<file path="src/rtl/onehot_pkg.sv">
// Shared constants and FSM encodings for the one-hot decoder.
// Scan support is built only when DECODER_SCAN_EN is defined.
package onehot_pkg;

    localparam int unsigned ONEHOT_DEFAULT_WIDTH = 32'd8;
    localparam int unsigned BOARD_CLK_HZ         = 32'd50_000_000;

    typedef logic [1:0] state_t;

    localparam state_t ST_IDLE = 2'd0;
    localparam state_t ST_HOLD = 2'd1;
    localparam state_t ST_SCAN = 2'd2;

endpackage

</file>
<file path="src/rtl/onehot_decoder_seq_if.sv">
// Load/enable/output bundle of the one-hot decoder.
// i_scan/i_dir exist only when DECODER_SCAN_EN is defined.
interface onehot_decoder_seq_if
    import onehot_pkg::*;
#(
    parameter int ONEHOT_WIDTH = ONEHOT_DEFAULT_WIDTH
);
    localparam int BIN_WIDTH = $clog2(ONEHOT_WIDTH);

    logic [BIN_WIDTH-1:0]    i_bin;
    logic                    i_load;
    logic                    i_en;
`ifdef DECODER_SCAN_EN
    logic                    i_scan;
    logic                    i_dir;
`endif
    logic [ONEHOT_WIDTH-1:0] o_one_hot;
    logic                    o_active;
    logic [BIN_WIDTH-1:0]    o_bin;
    logic                    o_err;

`ifdef DECODER_SCAN_EN
    modport master (output i_bin, i_load, i_en, i_scan, i_dir,
                    input  o_one_hot, o_active, o_bin, o_err);
    modport slave  (input  i_bin, i_load, i_en, i_scan, i_dir,
                    output o_one_hot, o_active, o_bin, o_err);
`else
    modport master (output i_bin, i_load, i_en,
                    input  o_one_hot, o_active, o_bin, o_err);
    modport slave  (input  i_bin, i_load, i_en,
                    output o_one_hot, o_active, o_bin, o_err);
`endif

endinterface

</file>
<file path="src/rtl/tick_prescaler.sv">
// Free-running step prescaler: o_tick marks the last clock of every TICK_DIV period.
// Built only when DECODER_SCAN_EN is defined.
`ifdef DECODER_SCAN_EN
module tick_prescaler
    import onehot_pkg::*;
#(
    parameter int TICK_DIV = BOARD_CLK_HZ
) (
    input  logic i_clk,
    input  logic i_rst,
    input  logic i_clr,
    input  logic i_run,
    output logic o_tick
);
    localparam int CNT_W = (TICK_DIV > 1) ? $clog2(TICK_DIV) : 1;
    localparam logic [CNT_W-1:0] CNT_LAST = CNT_W'(TICK_DIV - 1);
    localparam logic [CNT_W-1:0] CNT_ONE  = CNT_W'(1);

    logic [CNT_W-1:0] cnt_q;
    logic [CNT_W-1:0] cnt_d;

    // A clear outranks a tick so a reload restarts the full period.
    assign o_tick = i_run & ~i_clr & (cnt_q == CNT_LAST);

    // Next count: clear, wrap at the end of the period, or advance while running.
    always_comb begin
        cnt_d = cnt_q;
        if (i_clr) begin
            cnt_d = '0;
        end else if (i_run) begin
            if (cnt_q == CNT_LAST) begin
                cnt_d = '0;
            end else begin
                cnt_d = cnt_q + CNT_ONE;
            end
        end else begin
            cnt_d = cnt_q;
        end
    end

    // Counter register.
    always_ff @(posedge i_clk) begin
        if (i_rst) begin
            cnt_q <= '0;
        end else begin
            cnt_q <= cnt_d;
        end
    end

endmodule
`endif

</file>
<file path="src/rtl/onehot_decoder_seq.sv">
// Registered binary-to-one-hot decoder with load/hold and output enable.
// DECODER_SCAN_EN adds the SCAN state that auto-steps the index every TICK_DIV clocks.
module onehot_decoder_seq
    import onehot_pkg::*;
#(
    parameter int ONEHOT_WIDTH = ONEHOT_DEFAULT_WIDTH,
    parameter int TICK_DIV     = BOARD_CLK_HZ
) (
    input  logic                 i_clk,
    input  logic                 i_rst,
    onehot_decoder_seq_if.slave  bus
);
    localparam int BIN_WIDTH = $clog2(ONEHOT_WIDTH);
    localparam logic [BIN_WIDTH:0]      WIDTH_L  = (BIN_WIDTH + 1)'(ONEHOT_WIDTH);
    localparam logic [ONEHOT_WIDTH-1:0] OH_ONE   = ONEHOT_WIDTH'(1);

    if ((ONEHOT_WIDTH < 2) || (TICK_DIV < 1)) begin : g_param_check
        $error("onehot_decoder_seq: ONEHOT_WIDTH must be >= 2 and TICK_DIV >= 1");
    end

    state_t                  state_q, state_d;
    logic [BIN_WIDTH-1:0]    idx_q, idx_d;
    logic [ONEHOT_WIDTH-1:0] one_hot_q, one_hot_d;
    logic                    active_q, active_d;
    logic                    err_q, err_d;
    logic                    in_range_s;
    logic                    load_ok_s;

    // Out-of-range codes only exist when ONEHOT_WIDTH is not a power of two.
    assign in_range_s = ({1'b0, bus.i_bin} < WIDTH_L);
    assign load_ok_s  = bus.i_load & in_range_s;

`ifdef DECODER_SCAN_EN
    localparam logic [BIN_WIDTH-1:0] IDX_LAST = BIN_WIDTH'(ONEHOT_WIDTH - 1);
    localparam logic [BIN_WIDTH-1:0] IDX_ONE  = BIN_WIDTH'(1);

    logic run_s;
    logic clr_s;
    logic tick_s;

    assign run_s = (state_q == ST_SCAN);
    assign clr_s = load_ok_s | (run_s & ~bus.i_scan);

    tick_prescaler #(
        .TICK_DIV (TICK_DIV)
    ) u_prescaler (
        .i_clk  (i_clk),
        .i_rst  (i_rst),
        .i_clr  (clr_s),
        .i_run  (run_s),
        .o_tick (tick_s)
    );
`endif

    // FSM next state; IDLE is left only by a valid load and re-entered only by reset.
    always_comb begin
        state_d = state_q;
        case (state_q)
            ST_IDLE: begin
                if (load_ok_s) begin
                    state_d = ST_HOLD;
                end else begin
                    state_d = ST_IDLE;
                end
            end
            ST_HOLD: begin
`ifdef DECODER_SCAN_EN
                if (bus.i_scan) begin
                    state_d = ST_SCAN;
                end else begin
                    state_d = ST_HOLD;
                end
`else
                state_d = ST_HOLD;
`endif
            end
`ifdef DECODER_SCAN_EN
            ST_SCAN: begin
                if (bus.i_scan) begin
                    state_d = ST_SCAN;
                end else begin
                    state_d = ST_HOLD;
                end
            end
`endif
            default: state_d = ST_IDLE;
        endcase
    end

    // Index update: a valid load wins over a scan step arriving in the same cycle.
    always_comb begin
        idx_d = idx_q;
        if (load_ok_s) begin
            idx_d = bus.i_bin;
`ifdef DECODER_SCAN_EN
        end else if (tick_s) begin
            if (bus.i_dir) begin
                idx_d = (idx_q == '0) ? IDX_LAST : (idx_q - IDX_ONE);
            end else begin
                idx_d = (idx_q == IDX_LAST) ? '0 : (idx_q + IDX_ONE);
            end
`endif
        end else begin
            idx_d = idx_q;
        end
    end

    // Output next values derived from the next state so a load shows one clock later.
    always_comb begin
        one_hot_d = '0;
        if (bus.i_en && (state_d != ST_IDLE)) begin
            one_hot_d = OH_ONE << idx_d;
        end else begin
            one_hot_d = '0;
        end
        active_d = |one_hot_d;
        err_d    = bus.i_load & ~in_range_s;
    end

    // State and output registers.
    always_ff @(posedge i_clk) begin
        if (i_rst) begin
            state_q   <= ST_IDLE;
            idx_q     <= '0;
            one_hot_q <= '0;
            active_q  <= 1'b0;
            err_q     <= 1'b0;
        end else begin
            state_q   <= state_d;
            idx_q     <= idx_d;
            one_hot_q <= one_hot_d;
            active_q  <= active_d;
            err_q     <= err_d;
        end
    end

    assign bus.o_one_hot = one_hot_q;
    assign bus.o_active  = active_q;
    assign bus.o_bin     = idx_q;
    assign bus.o_err     = err_q;

endmodule

</file>
<file path="src/flat_wrapper.sv">
// flat-port wrapper written by rule: the top's interface ports become plain ports
module onehot_decoder_seq_flat import onehot_pkg::*;
#(
    parameter int ONEHOT_WIDTH = ONEHOT_DEFAULT_WIDTH,
    parameter int TICK_DIV     = BOARD_CLK_HZ
)
  (i_clk, i_rst, bus_i_bin, bus_i_load, bus_i_en, bus_o_one_hot, bus_o_active, bus_o_bin, bus_o_err);
  onehot_decoder_seq_if #(.ONEHOT_WIDTH(ONEHOT_WIDTH)) bus_i ();
  input  logic i_clk;
  input  logic i_rst;
  input wire logic [$bits(bus_i.i_bin)-1:0] bus_i_bin;
  input wire logic [$bits(bus_i.i_load)-1:0] bus_i_load;
  input wire logic [$bits(bus_i.i_en)-1:0] bus_i_en;
  output wire logic [$bits(bus_i.o_one_hot)-1:0] bus_o_one_hot;
  output wire logic [$bits(bus_i.o_active)-1:0] bus_o_active;
  output wire logic [$bits(bus_i.o_bin)-1:0] bus_o_bin;
  output wire logic [$bits(bus_i.o_err)-1:0] bus_o_err;
  assign bus_i.i_bin = bus_i_bin;
  assign bus_i.i_load = bus_i_load;
  assign bus_i.i_en = bus_i_en;
  assign bus_o_one_hot = bus_i.o_one_hot;
  assign bus_o_active = bus_i.o_active;
  assign bus_o_bin = bus_i.o_bin;
  assign bus_o_err = bus_i.o_err;
  onehot_decoder_seq #(.ONEHOT_WIDTH(ONEHOT_WIDTH), .TICK_DIV(TICK_DIV)) u_core (.i_clk(i_clk), .i_rst(i_rst), .bus(bus_i));
endmodule
</file>
<file path="config.mk">
export PLATFORM = sky130hd
export DESIGN_NAME = onehot_decoder_seq_flat
export DESIGN_NICKNAME = d
export VERILOG_FILES = /design/src/rtl/onehot_pkg.sv /design/src/rtl/onehot_decoder_seq_if.sv /design/src/rtl/tick_prescaler.sv /design/src/rtl/onehot_decoder_seq.sv /design/src/flat_wrapper.sv
export SDC_FILE = /design/constraint.sdc
export NUM_CORES = 1
export LEC_CHECK = 0
export BUFFER_PORTS_ARGS = -buffer_cell sky130_fd_sc_hd__buf_2
export CAP_MARGIN = 10
export CORE_MARGIN = 2
export CORE_UTILIZATION = 41
export DETAILED_ROUTE_END_ITERATION = 10
export GPL_ROUTABILITY_DRIVEN = 0
export PLACE_DENSITY = 0.69
export SETUP_SLACK_MARGIN = 0.5
export SLEW_MARGIN = 20
export SYNTH_ARGS = -nofsm -noshare
export SYNTH_HDL_FRONTEND = slang
export SYNTH_SLANG_ARGS = --single-unit
</file>
<file path="constraint.sdc">
create_clock -name i_clk -period 1 [get_ports i_clk]
set_input_delay 0.1 -clock i_clk [delete_from_list [all_inputs] [get_ports i_clk]]
set_output_delay 0.1 -clock i_clk [all_outputs]
set_load 0.1 [all_outputs]
</file>
After elaboration in Yosys (flattened, before gate mapping)

Index checks and enable logic that the tools add are counted.

$add $sub $neg: 0
Multiply operators: 0
Div/mod/pow operators: 0
Magnitude comparators: 0
Eq/ne operators: 1
Shift-type cells: 1
Muxes and demuxes: 4
Bitwise logic cells: 0
Reduce and logical (&&, ||, !) cells: 4

Operator list:

| cell                                                                  | count |
|---|---|
| 8-bit 2-to-1 mux                                                      | 1 |
| 8-bit OR reduction                                                    | 1 |
| 1-bit by 3-bit left shift with 8-bit output, first input constant     | 1 |
| 2-bit case mux with 2 select lines                                    | 1 |
| 3-bit 2-to-1 mux                                                      | 1 |
| 2-bit by 1-bit equality test with 1-bit output, second input constant | 1 |
| 2-bit logical NOT                                                     | 1 |
| 2-bit nonzero test                                                    | 1 |
| 1-bit logical AND                                                     | 1 |
| 1-bit 2-to-1 mux                                                      | 1 |

Flip-flop bits (word level): 14
Bits in latches: 0
RAM bits: 0
Memory bits (read-only): 0
Output and inout bits: 13
Logic and storage cells: 14
Memories: 0

Longest topological paths before layout

Gate-level depths: netlist of run 1.

Depth after elaboration: 6
Depth in mapped cells: 3

Worst setup path before layout of run 1

Ideal clock, no wire load.

Path type: flip-flop to flip-flop
Start point: register u_core.idx_q[0] (netlist: u_core.bus.o_bin[0])
End point: register u_core.one_hot_q[1] (netlist: u_core.bus.o_one_hot[1])
Data arrival time: 1694 ps
Data required time: 914 ps
Path slack: -780 ps
Stages on the path, launching flop included: 3
Buffers on the path: 0
Clock period less this slack: 1780 ps
Cell sequence: dfxtp_1 -> or3b_1 -> a221oi_2

Cells in the longest elaborated chain, start to end: 3

RTL lines:

| what                                        | RTL line                  | text |
|---|---|---|
| start, declared                             | onehot_decoder_seq.sv:22  | `logic [BIN_WIDTH-1:0] idx_q, idx_d;` |
| start signal, assigned                      | onehot_decoder_seq.sv:130 | `idx_q <= idx_d;` |
| 3-bit 2-to-1 mux                            | onehot_decoder_seq.sv:93  | `if (load_ok_s) begin` |
| 1-bit by 3-bit left shift with 8-bit output | onehot_decoder_seq.sv:112 | `one_hot_d = OH_ONE << idx_d;` |
| 8-bit 2-to-1 mux                            | onehot_decoder_seq.sv:111 | `if (bus.i_en && (state_d != ST_IDLE)) begin` |
| end signal, assigned                        | onehot_decoder_seq.sv:131 | `one_hot_q <= one_hot_d;` |
| end, declared                               | onehot_decoder_seq.sv:23  | `logic [ONEHOT_WIDTH-1:0] one_hot_q, one_hot_d;` |

No other way between the ends.
A chain may end at the register's enable or synchronous reset.

Final worst setup path of run 1

Start point: register u_core.idx_q[1] (netlist: u_core.bus.o_bin[1])
End point: register u_core.one_hot_q[2] (netlist: u_core.bus.o_one_hot[2])

The elaborated chain is that of the path after synthesis.

==> flow_metrics.py, run 1 <==
metrics = {
    "worst_setup_path": {
        "arrival_ns": 1.28,
        "crit_fanout": 5,
        "cp_data_required_time_ns": 1.18,
        "end_kind": "flip-flop",
        "critPathLaunchType": "flip-flop",
        "crit_type": "reg -> reg",
    },
    "global_route": {
        "overflow": 0,
        "gr-usage-all-layers_pct": 20.23,
        "grt_pass1_wl_um": 2139,
        "grt_pass1_vias": 467,
        "antenna_found_initial": 0,
        "grt_max_degree": 9,
    },
    "clocking": {
        "cts.clk_slew.worst_paths_ns": 0.08,
        "clk_latency_ns": 0.27,
        "cts_buffer_depth": 2,
        "cts_root_buf": "clkbuf_4",
        "tritoncts": "built",
        "clock_sinks": 13,
        "htree_num_levels": 1,
        "cts_buffers": 3,
    },
    "routing": {
        "vias": 477,
        "wl_per_cell_um": 14.83,
        "drc_errors": 0,
        "drtPass1Iterations": 4,
        "route.antenna.remaining_nets": 0,
        "vias_per_cell": 5.360,
        "totalWireLength_um": 1320,
        "drtIter0Drc": 11,
    },
    "final_layout": {
        "finish.utilization_pct": 78.68,
        "areaGrowthSynthToFinish_pct": 82.39,
        "nFillCells": 78,
        "n_antenna_cell": 0,
        "design_area_um2": 1011,
        "layout.nets": 82,
        "layout-drive-gt1-share_pct": 78.38,
    },
    "die": {
        "fp.dieH_um": 40.77,
        "die_w_um": 40.77,
        "initial_utilization_pct": 43.14,
        "coreArea_um2": 1285,
        "die_area_um2": 1662,
        "ioPinCount": 20,
        "rows": 13,
    },
    "timing": {
        "hold_viol_final": 0,
        "fin_crit_ns": 1.098,
        "rsz0062_at_grt": "true",
        "fmax_ghz": 0.9106,
        "fin_skew_ns": 0.004741,
        "setup_viol": 10,
        "hold_ws_ns": 0.08474,
        "setup_tns_ns": -0.6467,
        "fin_crit_sh_pct": 109.8,
        "drv_slew": 0,
        "setup_ws_ns": -0.09815,
    },
    "placed_design": {
        "port_buffers": 18,
        "placed_area_um2": 934.6,
        "dp_hpwl_um": 933.2,
    },
    "synthesis": {
        "syn_area_um2": 554.3,
        "syn_nets": 54,
        "syn_avg_cell_area_um2": 11.79,
        "ys_seq_elements": 13,
        "yosysTopAreaCell": "dfxtp_1",
        "synth_top_cell_area_share_pct": 46.95,
        "async_flop_share_pct": 0,
        "synth-edff-count": 0,
        "yosysWarnings": 0,
        "synth_flop_cell": "dfxtp_1",
        "synth_top_cells_by_area": "dfxtp_1, a221oi_2, or3b_1",
        "synth_cells": 47,
        "synth.distinct_cells": 19,
        "seq_area_frac_synth_pct": 46.95,
        "synth.most_common_cell": "dfxtp_1",
        "synth_commonest_cells": "dfxtp_1, a221oi_2, nor2_1",
    },
    "run_status": {
        "violations": "negative setup slack",
        "outcome": "complete, but fails checks",
    },
    "power": {
        "power_w": 0.001180,
        "pwr_density_cell_nw_per_um2": 1167,
        "leakage_nw": 0.3910,
        "ir_worst_vdd_mv": 0.8833,
    },
    "worst_hold_path": {
        "worstHoldPathType": "in -> reg",
    },
    "job": {
        "cap_violations": 0,
    },
}
-- flip-flops by register name (all words and copies together), names as in the netlist --
name and cells:
u_core.state_q 1, u_core.bus.o_one_hot 8, u_core.bus.o_active 1, u_core.bus.o_bin 3
-- layer usage --
layer | wire length, um | track usage [%] | up-vias
met5 | 0 | 0 | -
met4 | 0 | 7.500 | 0
met3 | 70 | 5.978 | 0
met2 | 743 | 34.92 | 19
met1 | 506 | 23.33 | 227
li1 | - | - | 231
-- cells in the final DEF (no fill, tap or decap), types with 2 or more instances in the layout --
| cell type | count |
|---|---|
| dfxtp_2 | 2 |
| a221oi_2 | 8 |
| buf_4 | 4 |
| clkbuf_4 | 3 |
| buf_2 | 6 |
| buf_6 | 4 |
| nor2_1 | 3 |
| buf_12 | 12 |
| nand3b_1 | 3 |
| or3b_4 | 3 |
| dfxtp_4 | 10 |
| mux2i_1 | 2 |
-- stage by stage --
| stage | setup slack [ns] | std cells |
|---|---|---|
| detailed placement | -0.1133 | 84 |
| global placement | -0.09470 | 84 |
| CTS | -0.08205 | 88 |
| floorplan | -0.2646 | 47 |
| finish | -0.09815 | 89 |
| global route | -0.1400 | 89 |
-- cell type report --
type | instances | area (um^2) | share of cell area (%)
well taps | 15 | 18.77 | 1.856
multi-input cells | 31 | 320.3 | 31.68
repair buffers | 26 | 345.3 | 34.16
clock buffers | 4 | 26.28 | 2.599
flip-flops and latches | 13 | 300.3 | 29.70
-- where the power goes --
group / total, W / switching [W] / internal [W]
Combinational: 0.000331 / 0.000202 / 0.000128
Clock: 0.000318 / 0.000163 / 0.000154
Sequential: 0.000532 / 0.0000157 / 0.000517
Total: 0.00118 / 0.000381 / 0.000799
-- cell families (layout without fill, tap and decap cells) --
logic type	after synthesis	after routing	synth area share (%)
AND/OR/NAND/NOR	19	19	24.83
other	1	1	0.6766
flip-flops	13	13	46.95
multiplexers	2	2	3.612
AO/OA/AOI/OAI	9	9	20.32
buffers and inverters	3	30	3.610
-- path summary, 6_finish.rpt --
check,from,endpoint,slack [ns],cells past startpoint
hold reg to reg,u_core.bus.o_bin[0],u_core.bus.o_one_hot[4],0.58,2
setup reg to reg,u_core.bus.o_bin[1],u_core.bus.o_one_hot[2],-0.1,2
hold / removal,bus_i_en,u_core.bus.o_active,0.08,2
setup / recovery,u_core.bus.o_bin[1],u_core.bus.o_one_hot[2],-0.1,2
-- critical path: stages, from the launching register on --
cell      delay (ns)
dfxtp_4         0.38
or3b_4          0.39
a221oi_2        0.24
-- what timing repair did --
item / in CTS / in global routing
cloned: 0 / 0
gates resized for setup: 8 / 2
endpoints found under the setup margin: 25 / 25
pin swaps: 5 / 2
hold endpoints to repair: 0 / 0
hold buffers: 0 / 0
setup buffers: 0 / 1
Power figures use the tool's default switching activity.
==> inputs of run 2 (changes only) <==
--- a/config.mk
+++ b/config.mk
@@ -5,14 +5,14 @@
 export SDC_FILE = /design/constraint.sdc
 export NUM_CORES = 1
 export LEC_CHECK = 0
-export BUFFER_PORTS_ARGS = -buffer_cell sky130_fd_sc_hd__buf_2
+export BUFFER_PORTS_ARGS = -buffer_cell sky130_fd_sc_hd__clkbuf_2
 export CAP_MARGIN = 10
 export CORE_MARGIN = 2
 export CORE_UTILIZATION = 41
 export DETAILED_ROUTE_END_ITERATION = 10
 export GPL_ROUTABILITY_DRIVEN = 0
 export PLACE_DENSITY = 0.69
-export SETUP_SLACK_MARGIN = 0.5
+export SETUP_SLACK_MARGIN = 0.02
 export SLEW_MARGIN = 20
 export SYNTH_ARGS = -nofsm -noshare
 export SYNTH_HDL_FRONTEND = slang
==> run 2 against run 1 <==
Effect of this change:
- the run still ends with negative setup slack left
- global-route usage decreased by 1.3 points
- non-clock buffer count unchanged
- via count decreased by 0.21%
- clock-buffer cell count unchanged
- design area decreased by 5.1%
- total power increased by 0.22%
- die area unchanged
- sequential power increased by 3%
==> flow_metrics.py, run 2 (same netlist as run 1, synthesis figures left out) <==
metrics = {
    "run_status": {
        "outcome": "complete, but fails checks",
        "violations": "negative setup slack",
    },
    "final_layout": {
        "areaGrowthSynthToFinish_pct": 73.14,
        "n_antenna_cell": 0,
        "final_cells": 89,
        "final_common_cell": "buf_12",
        "layout-drive-gt1-share_pct": 70.27,
        "layout.nets": 82,
        "largest_reg_flops": 8,
        "mostFrequentLayoutCells": "buf_12, a221oi_2, dfxtp_2",
    },
    "die": {
        "die_area_um2": 1662,
        "coreArea_um2": 1285,
        "fp.dieH_um": 40.77,
        "rows": 13,
        "die_w_um": 40.77,
        "initial_utilization_pct": 43.14,
        "ioPinCount": 20,
    },
    "worst_setup_path": {
        "critPathLaunchType": "flip-flop",
        "crit_type": "reg -> reg",
        "cp_cell_sequence": "or3b_4, a221oi_2",
        "cp_data_required_time_ns": 1.18,
        "reg2reg_from": "u_core.bus.o_bin[1]",
        "cpPeakStageDelay_ns": 0.40,
        "cp.buffers_inverters": 0,
        "ff2ff_setup_slack_ns": -0.12,
        "r2r_end": "u_core.bus.o_one_hot[2]",
        "crit_fanout": 5,
        "crit_path_start": "u_core.bus.o_bin[1]",
        "arrival_ns": 1.30,
        "cp_top_family": "simple AND/OR/NAND/NOR gates",
        "reg2reg_depth": 2,
        "crit_slowest_cell": "or3b_4",
        "end_kind": "flip-flop",
    },
    "clocking": {
        "clk_latency_ns": 0.27,
        "cts_buffers": 3,
        "cts_root_buf": "clkbuf_4",
        "cts.clk_slew.worst_paths_ns": 0.08,
        "tritoncts": "built",
        "cts_buffer_depth": 2,
        "clock_sinks": 13,
        "htree_num_levels": 1,
    },
    "timing": {
        "rsz0062_at_grt": "true",
        "setup_viol": 10,
        "setup_ws_ns": -0.1232,
        "fin_crit_ns": 1.123,
        "fin_crit_sh_pct": 112.3,
        "fin_skew_ns": 0.005719,
        "drv_slew": 0,
        "fmax_ghz": 0.8903,
        "hold_viol_final": 0,
    },
    "power": {
        "ir_worst_vdd_mv": 1.009,
        "pwr_density_cell_nw_per_um2": 1233,
        "leakage_nw": 0.3790,
        "power_w": 0.001183,
    },
    "job": {
        "cap_violations": 0,
    },
    "routing": {
        "drtPass1Iterations": 4,
        "totalWireLength_um": 1246,
        "vias_per_cell": 5.348,
        "drc_errors": 0,
        "route.antenna.remaining_nets": 0,
        "vias": 476,
        "wl_per_cell_um": 14.00,
        "drtIter0Drc": 10,
    },
    "global_route": {
        "antenna_found_initial": 0,
        "grt_pass1_vias": 422,
        "grt_max_degree": 10,
        "overflow": 0,
        "gr-usage-all-layers_pct": 18.89,
        "grt_pass1_wl_um": 1890,
    },
    "worst_hold_path": {
        "worstHoldPathType": "in -> reg",
        "whs_path_depth": 2,
        "hold_path_end": "u_core.bus.o_active",
        "hp-start": "bus_i_en",
    },
    "placed_design": {
        "dp_hpwl_um": 923.3,
        "dp.cells": 84,
        "port_buffers": 18,
    },
}
## run 2: worst max path at each step
| stage | slack (ns) | endpoint | cells after the start |
|---|---|---|---|
| global route | -0.16 | u_core.bus.o_one_hot[1] | 2 |
| finish | -0.12 | u_core.bus.o_one_hot[2] | 2 |
| CTS | -0.12 | u_core.bus.o_one_hot[2] | 2 |
| floorplan | -0.26 | u_core.bus.o_one_hot[1] | 2 |
| detailed placement | -0.11 | u_core.bus.o_one_hot[0] | 2 |
| global placement | -0.1 | u_core.bus.o_one_hot[0] | 2 |
## run 2: cell type report
cell class | count | area [um^2]
Multi-Input combinational cell | 31 | 296.5
Clock buffer | 4 | 26.28
Fill cell | 86 | 325.3
Sequential cell | 13 | 280.3
Tap cell | 15 | 18.77
Timing Repair Buffer | 26 | 337.8
## run 2: worst register-to-register path: stages (launching register included)
cell,delay [ns]
dfxtp_4,0.37
or3b_4,0.40
a221oi_2,0.27
## run 2: where the power goes
part	internal (W)	switching (W)
Sequential	0.000532	0.0000152
Combinational	0.000120	0.000194
Clock	0.000154	0.000167
Total	0.000807	0.000376
## run 2: routing by layer
layer  part of all wire (%)  vias up  track usage (%)
li1                       -      235                -
met1                     40      221            20.07
met2                     55       18            32.14
met3                    4.2        2            3.804
met4                   0.64        0            15.00
met5                      0        -                0
## run 2: repair_timing
item	in CTS	in global routing
setup endpoints to repair	11	11
setup buffers	1	0
hold endpoints to repair	0	0
pin swaps	6	1
resized for setup	3	0
hold buffers	0	0
## run 2: per-stage QoR
stage	hold slack (ns)	setup WS, ns	TNS (ns)	cell area [um^2]	util [%]
after floorplan	0.1594	-0.2646	-1.680	591.8	-
after global placement	0.3572	-0.09813	-0.4273	913.4	71.08
after detailed placement	0.3618	-0.1150	-0.5257	913.4	71.08
after CTS	0.06531	-0.1160	-0.6002	959.7	74.68
after global routing	0.07530	-0.1570	-0.9408	959.7	74.68
final	0.06867	-0.1232	-0.6023	959.7	74.68
